==> config.mk <==
export PLATFORM = sky130hd
export DESIGN_NAME = exwb_arbiter
export DESIGN_NICKNAME = d
export VERILOG_FILES = /design/src/rtl/exwb_arbiter_pkg.sv /design/src/rtl/exwb_arbiter_fifo.sv /design/src/rtl/exwb_arbiter.sv
export SDC_FILE = /design/constraint.sdc
export NUM_CORES = 1
export LEC_CHECK = 0
export BUFFER_PORTS_ARGS = -buffer_cell sky130_fd_sc_hd__buf_2
export CELL_PAD_IN_SITES_DETAIL_PLACEMENT = 0
export CELL_PAD_IN_SITES_GLOBAL_PLACEMENT = 2
export CORE_MARGIN = 3
export CORE_UTILIZATION = 35
export CTS_BUF_LIST = sky130_fd_sc_hd__clkbuf_2 sky130_fd_sc_hd__clkbuf_4 sky130_fd_sc_hd__clkbuf_8
export DETAILED_ROUTE_END_ITERATION = 12
export GPL_ROUTABILITY_DRIVEN = 0
export PLACE_DENSITY = 0.65
export SYNTH_ARGS = -nofsm -noshare
export SYNTH_HDL_FRONTEND = slang
export SYNTH_HIERARCHICAL = 1
export SYNTH_SLANG_ARGS = --single-unit
==> constraint.sdc <==
create_clock -name clk -period 22 [get_ports clk]
set_input_delay 3.3 -clock clk [delete_from_list [all_inputs] [get_ports clk]]
set_output_delay 3.3 -clock clk [all_outputs]
set_load 0.02 [all_outputs]
==> src/rtl/exwb_arbiter_pkg.sv <==
// Shared types and constants for the execute-stage write-back arbiter.
// Entry widths are fixed here; the top-level width parameters default to them.
package exwb_arbiter_pkg;

  localparam int unsigned WB_TAG_W    = 4;
  localparam int unsigned WB_COMMON_W = 32;

  localparam logic [WB_TAG_W-1:0] TAG_INVALID = '1;

  localparam int unsigned NUM_CH = 5;

  // Channel indices follow the EX_*_UNIT ordering.
  localparam logic [2:0] CH_ALU    = 3'd0;
  localparam logic [2:0] CH_FWD    = 3'd1;
  localparam logic [2:0] CH_JUMP   = 3'd2;
  localparam logic [2:0] CH_BRANCH = 3'd3;
  localparam logic [2:0] CH_MEM    = 3'd4;

  typedef struct packed {
    logic [WB_TAG_W-1:0]    tag;
    logic [WB_COMMON_W-1:0] val;
    logic [WB_COMMON_W-1:0] next_pc;
    logic                   cmp_res;
  } wb_entry_t;

  function automatic logic [2:0] next_ch(input logic [2:0] ch);
    return (ch == CH_MEM) ? CH_ALU : ch + 3'd1;
  endfunction

endpackage

==> src/rtl/exwb_arbiter_fifo.sv <==
// Circular result queue for one execute channel: head/tail pointers, occupancy
// count, flush, and a "full" threshold below true capacity.
module wb_fifo #(
  parameter int unsigned W       = 8,
  parameter int unsigned DEPTH   = 4,
  parameter int unsigned FULL_AT = DEPTH - 1
) (
  input  logic         clk,
  input  logic         rst,
  input  logic         flush,
  input  logic         push,
  input  logic         pop,
  input  logic [W-1:0] din,
  output logic [W-1:0] dout,
  output logic         empty,
  output logic         full,
  output logic         drop
);

  localparam int unsigned AW = (DEPTH > 1) ? $clog2(DEPTH) : 1;
  localparam int unsigned CW = $clog2(DEPTH + 1);

  logic [W-1:0]  mem [DEPTH];
  logic [AW-1:0] head;
  logic [AW-1:0] tail;
  logic [CW-1:0] count;
  logic          at_cap;
  logic          do_push;
  logic          do_pop;

  assign empty   = (count == '0);
  assign at_cap  = (count == CW'(DEPTH));
  assign full    = (count >= CW'(FULL_AT));
  assign do_pop  = pop && !empty;
  // A full queue still accepts when its head leaves in the same cycle.
  assign do_push = push && (!at_cap || do_pop);
  assign drop    = push && at_cap && !do_pop && !flush;
  assign dout    = mem[head];

  always_ff @(posedge clk) begin
    if (rst || flush) begin
      head  <= '0;
      tail  <= '0;
      count <= '0;
    end else begin
      if (do_push) tail <= tail + AW'(1);
      if (do_pop)  head <= head + AW'(1);
      count <= count + CW'(do_push) - CW'(do_pop);
    end
  end

  always_ff @(posedge clk) begin
    if (do_push && !flush && !rst) mem[tail] <= din;
  end

endmodule

==> src/rtl/exwb_arbiter.sv <==
// Write-back arbiter: five per-channel result queues, round-robin selection,
// and a single registered broadcast toward the ROB and reservation stations.
module exwb_arbiter #(
  parameter int unsigned       TAG_W       = exwb_arbiter_pkg::WB_TAG_W,
  parameter int unsigned       COMMON_W    = exwb_arbiter_pkg::WB_COMMON_W,
  parameter logic [TAG_W-1:0]  TAG_INVALID = '1,
  parameter int unsigned       DEPTH       = 4
) (
  input  logic                clk,
  input  logic                rst,
  input  logic                flush,
  input  logic [TAG_W-1:0]    alu_target,
  input  logic [COMMON_W-1:0] alu_result,
  input  logic [TAG_W-1:0]    fwd_target,
  input  logic [COMMON_W-1:0] fwd_result,
  input  logic [TAG_W-1:0]    jump_target,
  input  logic [COMMON_W-1:0] jump_ori_pc,
  input  logic [COMMON_W-1:0] jump_next_pc,
  input  logic [TAG_W-1:0]    branch_target,
  input  logic [COMMON_W-1:0] branch_next_pc,
  input  logic                branch_cmp_res,
  input  logic [TAG_W-1:0]    mem_target,
  input  logic [COMMON_W-1:0] mem_result,
  output logic                full [0:4],
  output logic                wb_valid,
  output logic [TAG_W-1:0]    wb_tag,
  output logic [2:0]          wb_kind,
  output logic [COMMON_W-1:0] wb_val,
  output logic [COMMON_W-1:0] wb_next_pc,
  output logic                wb_cmp_res,
  output logic                overflow
);

  import exwb_arbiter_pkg::*;

  localparam int unsigned EW = $bits(wb_entry_t);

  wb_entry_t         in_e   [NUM_CH];
  wb_entry_t         head_e [NUM_CH];
  wb_entry_t         sel;
  logic [NUM_CH-1:0] push;
  logic [NUM_CH-1:0] pop;
  logic [NUM_CH-1:0] empty;
  logic [NUM_CH-1:0] drop;
  logic              grant_any;
  logic              grant_ok;
  logic [2:0]        grant_ch;
  logic [2:0]        rr_ptr;

  // Unused fields of each channel are stored as zero.
  assign in_e[CH_ALU]    = '{tag: alu_target,    val: alu_result,  next_pc: '0,             cmp_res: 1'b0};
  assign in_e[CH_FWD]    = '{tag: fwd_target,    val: fwd_result,  next_pc: '0,             cmp_res: 1'b0};
  assign in_e[CH_JUMP]   = '{tag: jump_target,   val: jump_ori_pc, next_pc: jump_next_pc,   cmp_res: 1'b0};
  assign in_e[CH_BRANCH] = '{tag: branch_target, val: '0,          next_pc: branch_next_pc, cmp_res: branch_cmp_res};
  assign in_e[CH_MEM]    = '{tag: mem_target,    val: mem_result,  next_pc: '0,             cmp_res: 1'b0};

  assign grant_ok = grant_any && !flush;

  for (genvar i = 0; i < NUM_CH; i++) begin : g_ch
    assign push[i] = (in_e[i].tag != TAG_INVALID);
    assign pop[i]  = grant_ok && (grant_ch == 3'(i));

    wb_fifo #(
      .W       (EW),
      .DEPTH   (DEPTH),
      .FULL_AT (DEPTH - 1)
    ) u_fifo (
      .clk   (clk),
      .rst   (rst),
      .flush (flush),
      .push  (push[i]),
      .pop   (pop[i]),
      .din   (in_e[i]),
      .dout  (head_e[i]),
      .empty (empty[i]),
      .full  (full[i]),
      .drop  (drop[i])
    );
  end

  // First non-empty queue at or after rr_ptr, wrapping MEM back to ALU.
  always_comb begin
    logic [2:0] idx;
    grant_any = 1'b0;
    grant_ch  = rr_ptr;
    idx       = '0;
    for (int unsigned k = 0; k < NUM_CH; k++) begin
      idx = 3'((32'(rr_ptr) + k) % NUM_CH);
      if (!grant_any && !empty[idx]) begin
        grant_any = 1'b1;
        grant_ch  = idx;
      end
    end
  end

  assign sel = head_e[grant_ch];

  always_ff @(posedge clk) begin
    if (rst) begin
      rr_ptr <= '0;
    end else if (grant_ok) begin
      rr_ptr <= next_ch(grant_ch);
    end
  end

  always_ff @(posedge clk) begin
    if (rst) begin
      wb_valid   <= 1'b0;
      wb_tag     <= TAG_INVALID;
      wb_kind    <= '0;
      wb_val     <= '0;
      wb_next_pc <= '0;
      wb_cmp_res <= 1'b0;
      overflow   <= 1'b0;
    end else begin
      if (|drop) overflow <= 1'b1;
      if (grant_ok) begin
        wb_valid   <= 1'b1;
        wb_tag     <= sel.tag;
        wb_kind    <= grant_ch;
        wb_val     <= sel.val;
        wb_next_pc <= sel.next_pc;
        wb_cmp_res <= sel.cmp_res;
      end else begin
        wb_valid <= 1'b0;
        wb_tag   <= TAG_INVALID;
      end
    end
  end

endmodule

### Word-level counts from Yosys, hierarchy flattened

Memory sizes are Yosys's and may differ from the RTL's. A register that Yosys moved wholly into a read port is not among the register bits.
Index checks and enable logic that the tools add are counted.

* latch bits: 0
* memory bits (read-only): 0
* output and inout port bits: 79
* bits of input ports: 216
* bits in registers: 112
* memory bits (writable): 852
* memories kept: 5

* equality and inequality tests: 14
* div/mod/pow operators: 5
* add/sub/neg operators: 25
* muxes and demuxes: 45
* $lt $le $gt $ge: 11
* shift-type cells: 0
* $mul: 0
* bitwise gates (word level): 2
* reductions and logical operators: 83

Memory list
* g_ch[2].u_fifo.mem: depth 4, bits a word 68, read ports 1, clocked after memory_dff 1, write ports 1, RTL line exwb_arbiter_fifo.sv:23 `logic [W-1:0] mem [DEPTH];`
* g_ch[3].u_fifo.mem: depth 4, bits a word 37, read ports 1, clocked after memory_dff 1, write ports 1, RTL line exwb_arbiter_fifo.sv:23
* g_ch[0].u_fifo.mem: depth 4, bits a word 36, read ports 1, clocked after memory_dff 1, write ports 1, RTL line exwb_arbiter_fifo.sv:23
* g_ch[1].u_fifo.mem: depth 4, bits a word 36, read ports 1, clocked after memory_dff 1, write ports 1, RTL line exwb_arbiter_fifo.sv:23
* g_ch[4].u_fifo.mem: depth 4, bits a word 36, read ports 1, clocked after memory_dff 1, write ports 1, RTL line exwb_arbiter_fifo.sv:23

Operators by type and width (number)
* $bmux 69 s3: 1
* $mux 69: 2
* $mod 32x3->32 const B: 4
* $logic_and 1x1->1: 45
* $mod 3x3->32 const B: 1
* $logic_not 1->1: 24
* $mux 1: 21
* $add 2x1->2 const B: 10
* $lt 3x4->1 const B: 5
* $mux 2: 10
* $ne 4x4->1 const B: 5
* $eq 3x3->1 const B: 6
* $logic_not 3->1: 6
* $mux 3: 6
* $add 3x1->3: 5
* $bmux 1 s3: 5
* $ge 3x2->1 const B: 5
* $sub 3x1->3: 5
* $add 3x2->4 const B: 2
* $eq 3x2->1 const B: 2
* $logic_or 1x1->1: 6
* $reduce_or 5->1: 1
* $add 3x1->4 const B: 1
* $add 3x3->4 const B: 1
* 6 further kinds: 6

### Longest topological paths before layout

Gate-level depths: netlist of run 1.

* depth after elaboration: 25
* depth in mapped cells: 33
* mapped depth without buffers: 29

### Cells and area by module

The synthesis of run 1 kept the hierarchy.

By module, submodules not included
* wb_fifo: instances 5, sequential area each 8468.1 um^2, cells each 416, area each 10430.0 um^2
* exwb_arbiter: instances 1, sequential area each 1541.5 um^2, cells each 801, area each 7068.0 um^2

### Worst setup path after synthesis of run 1

OpenSTA, ideal clock, no wires.

* kind: flip-flop to flip-flop
* start: register rr_ptr[0]
* end: memory g_ch[3].u_fifo/mem[0][0] in the netlist's numbering, enable pin
* cell stages (with the launch flop): 27
* path buffers: 4
* library setup time: 0.435 ns
* data required time: 21.565 ns
* data arrival time: 6.479 ns
* period minus slack after synthesis: 6.915 ns
* slack: 15.085 ns
* cells stage by stage: dfxtp_1 > buf_2 > inv_2 > ha_1 > inv_1 > ha_1 > inv_1 > ha_1 > inv_1 > ha_1 > nand2b_1 > a21oi_1 > a211o_1 > a221oi_4 > mux2i_1 > a221o_2 > o21a_1 > o21a_2 > inv_6 > buf_12 > buf_8 > ha_1 > and3_1 > or4b_4 > and2_4 > buf_6 > and3_1

* longest elaborated chain between the ends: 25
* elaborated cells between the ends (all ways): 50
* classes of those cells: add/sub (4); div (5); eq/ne (1); mux (22); reduce/logical (18)

Ends and longest elaborated chain
* start: declaration: RTL line exwb_arbiter.sv:48 `logic [2:0] rr_ptr;`
* start signal: assignment: RTL line exwb_arbiter.sv:102 `rr_ptr <= next_ch(grant_ch);`
* $add 3x1->4: RTL line exwb_arbiter.sv:88 `idx = 3'((32'(rr_ptr) + k) % NUM_CH);`
* $mod 32x3->32: RTL line exwb_arbiter.sv:88
* $bmux 1 s3: RTL line exwb_arbiter.sv:89 `if (!grant_any && !empty[idx]) begin`
* $mux 1 (not written as such): RTL line exwb_arbiter.sv:89
* $logic_not 1->1: RTL line exwb_arbiter.sv:89
* $logic_and 1x1->1: RTL line exwb_arbiter.sv:89
* $mux 1: RTL line exwb_arbiter.sv:89
* $logic_not 1->1: RTL line exwb_arbiter.sv:89
* [... 8 more ...]
* named net grant_ch[1]: RTL line exwb_arbiter.sv:47 `logic [2:0] grant_ch;`
* [... 1 more ...]
* $logic_and 1x1->1 *: RTL line exwb_arbiter.sv:61 `assign pop[i] = grant_ok && (grant_ch == 3'(i));`
* named net pop[3]: RTL line exwb_arbiter.sv:42 `logic [NUM_CH-1:0] pop;`
* $logic_and 1x1->1 *: RTL line exwb_arbiter_fifo.sv:34 `assign do_pop = pop && !empty;`
* $logic_or 1x1->1 *: RTL line exwb_arbiter_fifo.sv:36 `assign do_push = push && (!at_cap || do_pop);`
* $logic_and 1x1->1 *: RTL line exwb_arbiter_fifo.sv:36
* $logic_and 1x1->1 * (2 in series): RTL line exwb_arbiter_fifo.sv:53 `if (do_push && !flush && !rst) mem[tail] <= din;`
* $mux 1 *: RTL line exwb_arbiter_fifo.sv:53
* $mux 1 (not written as such) *: RTL line exwb_arbiter_fifo.sv:53
* end: declaration: RTL line exwb_arbiter_fifo.sv:23

The timed path passes the listed nets; every way through them passes the cells marked *. The select of a mux whose other input is x is not followed.

### Worst setup path after layout of run 1

* start: register rr_ptr[1]
* end: memory g_ch[3].u_fifo/mem[1][11] in the netlist's numbering, enable pin

* longest elaborated chain between the ends: 25
* elaborated cells between the ends (all ways): 50
* classes of those cells: add/sub (4); div (5); eq/ne (1); mux (22); reduce/logical (18)

Ends and longest elaborated chain (RTL line)
* $add 3x1->4: exwb_arbiter.sv:88
* $mod 32x3->32: exwb_arbiter.sv:88
* $bmux 1 s3: exwb_arbiter.sv:89
* $mux 1 (not written as such): exwb_arbiter.sv:89
* $logic_not 1->1: exwb_arbiter.sv:89
* $logic_and 1x1->1: exwb_arbiter.sv:89
* $mux 1: exwb_arbiter.sv:89
* $logic_not 1->1: exwb_arbiter.sv:89
* [... 9 more ...]
* $logic_and 1x1->1 *: exwb_arbiter.sv:61
* named net pop[3]: exwb_arbiter.sv:42
* $logic_and 1x1->1 *: exwb_arbiter_fifo.sv:34
* $logic_or 1x1->1 *: exwb_arbiter_fifo.sv:36
* $logic_and 1x1->1 *: exwb_arbiter_fifo.sv:36
* $logic_and 1x1->1 * (2 in series): exwb_arbiter_fifo.sv:53
* $mux 1 *: exwb_arbiter_fifo.sv:53
* $mux 1 (not written as such) *: exwb_arbiter_fifo.sv:53

Marks and branches as above.

==> flow_metrics.py, run 1 <==
metrics = {
    "status": {
        "status": "finished, final reports clean",
    },
    "setup_path": {
        "crit_path_end_kind": "flop",
        "cpPeakStageDelay_ns": 0.74,
        "crit_arrival_ns": 8.97,
        "slowest_stage": "buf_4",
        "critical_path_peak_fanout": 67,
        "required_ns": 22.57,
        "cp_cell_sequence": "inv_1 > ha_1 > clkinv_1 > ha_1 > nor3_2 > o21ai_0 > and2_1 > a221oi_4 > a2bb2oi_1 > a221o_2 > o21a_1 > o21a_2 > inv_8 > buf_4 > ha_1 > and3_1 > or4b_4 > and2_4 > and3_4 > buf_4",
        "r2r_cells": 20,
        "crit_top_cell": "ha_1",
        "reg2reg_from": "rr_ptr[1]",
        "r2r_end": "g_ch[3].u_fifo/mem[1][11]",
        "path_class": "reg2reg",
        "startpoint_type": "flop",
        "rrSetupSlack_ns": 13.61,
    },
    "clock_tree": {
        "htreeDepth": 5,
        "clkLatencyLatePin_ns": 0.98,
        "clockRootBuffer": "clkbuf_8",
        "cts.sinks": 1502,
        "cts_buffers": 278,
        "path_clk_slew_ns": 0.07,
        "ctsResizeCount": 0,
        "holdBufCountCts": 0,
        "cts_setup_buffers": 0,
        "cts.path.max_buffers": 4,
        "cts_tree": "done",
    },
    "sta": {
        "finalClockSkew_ns": 0.0763,
        "slew_violations": 0,
        "fin_crit_sh_pct": 38.1,
        "tns_ns": 0,
        "period_minus_slack_ns": 8.39,
        "rsz0062_at_grt": "no",
        "final_hold_viol_count": 0,
        "relSlewSlack_pct": 27.2,
        "setup_viol": 0,
        "worst_slew_pin_slew_ns": 1.09,
        "setup_slack_ns": 13.61,
        "clock.fmax_ghz": 0.119,
    },
    "yosys": {
        "syn_avg_cell_area_sq_um": 20.6,
        "synthCells": 2881,
        "synth_edf_count": 1380,
        "yosysUniqueCellTypes": 86,
        "synth_simple_gate_area_share_pct": 2.65,
        "ys_seq_area_share_pct": 74.1,
        "synthAdderAreaFrac_pct": 1.31,
        "yosys_warnings": 6,
        "synth_compound_area_share_pct": 3.86,
        "synth_ff_type": "edfxtp_1",
        "synthMuxAreaShare_pct": 15.8,
        "synth_top_family_by_area": "multiplexers",
        "synth-async-reset-ratio_pct": 0,
        "syn-cell-area_sq_um": 59200,
        "synth_xor_area_share_pct": 0.294,
        "synth_seq_cells": 1502,
    },
    "route": {
        "drtAntennaViolNets": 0,
        "wirelength_mm": 156,
        "viasPerCell": 4.77,
        "avgRoutedWirePerCell_microns": 25.0,
        "vias": 29900,
        "drc": 0,
        "drtIter0Drc": 2160,
        "first_pass_iters": 5,
    },
    "die": {
        "initial_core_util_pct": 35.3,
        "rows": 150,
        "io_pins": 295,
        "die_x_microns": 417,
        "die_h_microns": 417,
        "core_area_sq_um": 168000,
        "dieArea_sq_um": 174000,
    },
    "placed_design": {
        "place_ws_ns": 13.66,
        "hpwl_mm": 99.3,
        "port_buffers": 294,
    },
    "layout": {
        "layout.nets": 4134,
        "layout-drive-gt1-share_pct": 29.1,
        "multiInputGateArea_sq_um": 16300,
        "nFillCells": 14900,
        "area_growth_pct": 18.4,
        "area.sequential_sq_um": 43900,
    },
    "global_route": {
        "grt_pass1_vias": 31300,
        "gr-total-overflow": 0,
        "grt_usage_pct": 18.0,
        "grt_start_max_net_pins": 70,
        "grt_pass1_wl_mm": 224,
        "antenna_found_initial": 64,
    },
    "min_path": {
        "min_path_type": "reg2reg",
        "whs_path_depth": 2,
        "holdCritStartpoint": "g_ch[0].u_fifo/head[1]",
    },
    "run": {
        "maxCapViolCount": 0,
    },
    "pwr": {
        "cellPowerDensity_nw_per_um2": 130,
        "vdd_drop_max_v": 0.000313,
        "p_leak_nw": 24.1,
    },
}
-- critical path, delay by kind of cell (launching register included) --
kind / cells / cell delay [ns]
AND/OR/NAND/NOR: 6 / 1.53
adder cells (fa/ha/maj): 3 / 1.37
AO/OA/AOI/OAI: 6 / 1.57
flip-flops: 1 / 0.61
buffers and inverters: 5 / 2.60
-- placed cells by master (no fill, tap or decap), types with 8 or more instances in the layout --
master,n
clkbuf_4,97
clkinv_1,49
buf_4,42
or3_1,11
inv_1,46
o21ai_0,21
a21oi_1,21
dfxtp_4,10
clkbuf_8,294
buf_2,294
mux4_2,345
clkinv_2,16
ha_1,54
conb_1,528
edfxtp_1,1380
o21ai_1,67
a211oi_1,8
and3_4,20
xor2_1,11
and2_1,12
mux2i_1,156
a22oi_1,65
nor3_1,9
diode_2,16
nand2_1,29
o22a_1,65
nor2_1,45
and3_1,68
dfxtp_1,112
nand4_1,12
-- sequential cells by signal, summed over array words and instances (netlist names), named ones only --
signal / flops
g_ch.u_fifo/tail: 10
wb_kind: 3
overflow: 1
g_ch.u_fifo/count: 15
g_ch.u_fifo/mem: 1380
wb_next_pc: 32
wb_cmp_res: 1
wb_tag: 4
wb_valid: 1
rr_ptr: 3
g_ch.u_fifo/head: 10
wb_val: 32
-- through the flow --
stage | instance area (sq um) | hold slack (ns) | cells | power, mW | utilization [%]
floorplan | 61200 | 0.459 | 3408 | 5.53 | -
global placement | 64900 | 0.462 | 5783 | 6.82 | 38.7
detailed placement | 64900 | 0.477 | 5783 | 6.82 | 38.7
CTS | 70100 | 0.483 | 6248 | 9.38 | 41.8
global route | 70100 | 0.517 | 6251 | 9.54 | 41.8
finish | 70100 | 0.481 | 6264 | 9.12 | 41.8
-- report_power, final --
group	internal [mW]	switching [mW]	total [mW]
clock	1.41	1.12	2.53
combinational	1.07	2.20	3.27
sequential	3.24	0.0766	3.31
total	5.72	3.40	9.12
-- cell families (layout without fill, tap and decap cells) --
group	count (synthesis)	after routing
buffers and inverters	217	853
adders and majority gates	59	59
muxes	503	503
and+or+nand+nor	266	266
DFF	1502	1502
xor gates and xnor gates	19	19
AOI/OAI and AO/OA	314	314
other	1	544
-- synthesized netlist by cell type (all sizes together) (3+ instances only) --
cell	number	share of area (%)
or4b	6	0.13
a21o	5	0.063
xor2	11	0.16
or3	11	0.12
dfxtp	122	4.1
xnor2	8	0.13
o31ai	10	0.17
nand3	6	0.051
nor3b	7	0.089
nor2	47	0.31
or2	6	0.063
a211oi	9	0.12
buf	83	1.1
o21a	7	0.091
nor3	12	0.14
fa	5	0.17
o22ai	7	0.074
a21oi	23	0.21
ha	54	1.1
o21ai	90	0.77
nand2	32	0.22
nand2b	7	0.074
and2	17	0.20
nand4b	3	0.044
nor2b	4	0.042
o22a	65	0.96
edfxtp	1380	70
clkbuf	82	0.53
and3	88	0.93
a22oi	66	0.86
mux2i	156	2.6
o2bb2ai	3	0.044
inv	51	0.33
mux4	345	13
a211o	7	0.10
nand4	13	0.15
-- per-layer routing --
metal / share of wire [%] / GRT usage [%] / vias to the layer above
met5: 0.077 / 0 / -
met4: 3.9 / 7.21 / 18
met3: 4.7 / 3.93 / 349
met2: 51 / 30.8 / 782
met1: 40 / 22.2 / 15300
li1: - / - / 13400
-- worst max-delay path by stage --
stage              start                   endpoint  slack [ns]  cells after the start
2_1_floorplan  rr_ptr[0]   g_ch[3].u_fifo/mem[0][0]       15.09                     26
3_3_place_gp   rr_ptr[1]  g_ch[3].u_fifo/mem[1][16]       13.69                     20
3_5_place_dp   rr_ptr[1]  g_ch[3].u_fifo/mem[1][13]       13.66                     20
4_1_cts        rr_ptr[1]  g_ch[3].u_fifo/mem[1][11]       13.59                     20
5_1_grt        rr_ptr[1]  g_ch[3].u_fifo/mem[1][11]       13.04                     20
6_report       rr_ptr[1]  g_ch[3].u_fifo/mem[1][11]       13.61                     20
-- layout make-up --
class | instances | share of cell area [%]
sequential | 1502 | 62.6
multi-input combinational | 1689 | 23.2
clock buffer | 391 | 6.81
tap | 2204 | 3.93
timing repair buffer | 336 | 2.55
clock inverter | 74 | 0.544
inverter | 52 | 0.289
antenna | 16 | 0.0571
Power figures use the tool's default switching activity.
==> run 2: changes to the inputs <==
- PLACE_DENSITY: 0.65 -> 0.67
- clock period: 22 -> 7.5 ns (I/O delays scaled with it)
==> run 2 against run 1 <==
  * Global-route usage shrank 0.25 points
  * Sequential cell count did not move
  * Count of clock-buffer cells in the layout is the same
  * Cell count is 0.30% higher
  * Register-to-register slack lost 13 ns
  * Power grew to 3.0 times the previous value
  * Fmax rose by 27%
  * Clock skew decreased by 0.0077 ns
  * Sequential share of layout area is 0.45 points lower
  * Critical path depth rose by 3
  * Critical path type unchanged
==> flow_metrics.py, run 2 (synthesized netlist as in run 1, its figures left out) <==
metrics = {
    "status": {
        "status": "finished, final reports clean",
    },
    "global_route": {
        "grt_pass1_wl_mm": 223,
        "antenna_found_initial": 42,
        "grt_pass1_vias": 31600,
        "grt_usage_pct": 17.7,
        "grt_start_max_net_pins": 71,
        "gr-total-overflow": 0,
    },
    "layout": {
        "largest-register": "g_ch.u_fifo/mem",
        "mostFrequentLayoutCell": "edfxtp_1",
        "final_core_util_pct": 42.1,
        "area_growth_pct": 19.3,
        "layout-drive-gt1-share_pct": 29.6,
        "largest_reg_flops": 1380,
        "final_cell_mix": "edfxtp_1 (1380), conb_1 (528), mux4_2 (345), clkbuf_8 (294), buf_2 (294)",
        "layout.nets": 4157,
        "largestRegisters": "g_ch.u_fifo/mem: 1380 flops, wb_next_pc: 32 flops, wb_val: 32 flops",
    },
    "sta": {
        "tns_ns": 0,
        "setup_viol": 0,
        "relSlewSlack_pct": 23.0,
        "final_hold_viol_count": 0,
        "worst_slew_pin_slew_ns": 1.15,
        "finalClockSkew_ns": 0.0686,
        "rsz0062_at_grt": "no",
        "clock.fmax_ghz": 0.152,
        "holdWs_ns": 0.372,
        "slew_violations": 0,
        "fin_crit_sh_pct": 87.9,
        "period_minus_slack_ns": 6.59,
    },
    "route": {
        "highest_layer": "met5",
        "vias": 29900,
        "viasPerCell": 4.76,
        "drtIter0Drc": 2029,
        "met3RoutedLength_mm": 7.19,
        "drtAntennaViolNets": 0,
        "wirelength_mm": 154,
        "avgRoutedWirePerCell_microns": 24.6,
        "wl_met1_mm": 59.6,
        "first_pass_iters": 6,
        "drc": 0,
        "wl_met2_mm": 83.7,
    },
    "die": {
        "core_area_sq_um": 168000,
        "rows": 150,
        "die_x_microns": 417,
        "initial_core_util_pct": 35.3,
        "dieArea_sq_um": 174000,
        "io_pins": 295,
        "die_h_microns": 417,
    },
    "setup_path": {
        "startpoint_type": "flop",
        "critical_path.startpoint": "rr_ptr[1]",
        "required_ns": 8.10,
        "path_class": "reg2reg",
        "reg2reg_from": "rr_ptr[1]",
        "crit_path_end_kind": "flop",
        "critical_path_peak_fanout": 36,
        "crit_arrival_ns": 7.19,
    },
    "min_path": {
        "holdCritStartpoint": "branch_next_pc[28]",
        "min_path_type": "in2reg",
    },
    "clock_tree": {
        "holdBufCountCts": 0,
        "cts_tree": "done",
        "ctsResizeCount": 0,
        "cts_setup_buffers": 0,
        "cts.path.max_buffers": 4,
        "cts_buffers": 275,
        "cts.sinks": 1502,
        "clkLatencyLatePin_ns": 0.97,
        "clockRootBuffer": "clkbuf_8",
        "path_clk_slew_ns": 0.06,
        "htreeDepth": 5,
    },
    "pwr": {
        "cellPowerDensity_nw_per_um2": 383,
        "vdd_drop_max_v": 0.000939,
        "p_leak_nw": 24.4,
    },
    "placed_design": {
        "port_buffers": 294,
        "hpwl_mm": 101,
    },
    "run": {
        "maxCapViolCount": 0,
    },
}
run 2: cell count changes in the layout (fill, tap and decap cells not counted):
cell        change
buf_12         +17
buf_4           +9
bufinv_16       +5
clkinv_2        -1
clkinvlp_4      -5
diode_2         -6
nor3_1          -2
nor3_2          +2
run 2: layout make-up:
class / count / area [sq um]
diodes: 10 / 25.0
clock buffers: 391 / 4770
clock inverters: 73 / 489
fillers: 14900 / 97000
inverters: 52 / 203
multi-input cells: 1689 / 16300
flip-flops and latches: 1502 / 43900
well taps: 2204 / 2760
repair buffers: 362 / 2190
run 2: final timing paths:
check / end / slack (ns) / cells after the start
worst max-delay path: g_ch[2].u_fifo/mem[1][46] / 0.91 / 23
worst max register to register: g_ch[2].u_fifo/mem[1][46] / 0.91 / 23
worst min register to register: flop / 0.49 / 2
worst min-delay path: g_ch[3].u_fifo/mem[2][29] / 0.37 / 1
run 2: metal layers:
metal	vias up	global-route usage, %
li1	13500	-
met1	15400	20.8
met2	769	32.5
met3	293	3.70
met4	6	5.33
met5	-	0
run 2: critical path, cell delays in order, from the launching register on:
cell,delay [ns]
dfxtp_1,0.57
inv_1,0.26
ha_1,0.30
inv_1,0.07
ha_1,0.30
inv_1,0.15
ha_1,0.16
inv_1,0.04
ha_1,0.25
nand2b_1,0.14
a21oi_1,0.32
nor3_1,0.14
a221oi_4,0.33
a2bb2oi_1,0.14
a221o_2,0.47
o21a_1,0.19
o21a_2,0.27
inv_8,0.26
ha_1,0.20
and3_1,0.26
or4b_4,0.18
and2_4,0.20
and3_4,0.60
buf_4,0.42
run 2: power by group:
part           switching, mW  internal, mW
clock                   3.21          4.30
combinational           6.58          3.21
sequential             0.218          9.49
run 2: per-stage QoR:
step	instance area (sq um)	setup slack, ns	std cells	power, mW
global route	70600	0.454	6277	28.2
CTS	70600	0.792	6273	27.7
finish	70600	0.907	6283	27.0
global placement	65400	0.887	5809	20.1
floorplan	61200	0.585	3408	16.2
detailed placement	65400	0.795	5809	20.1
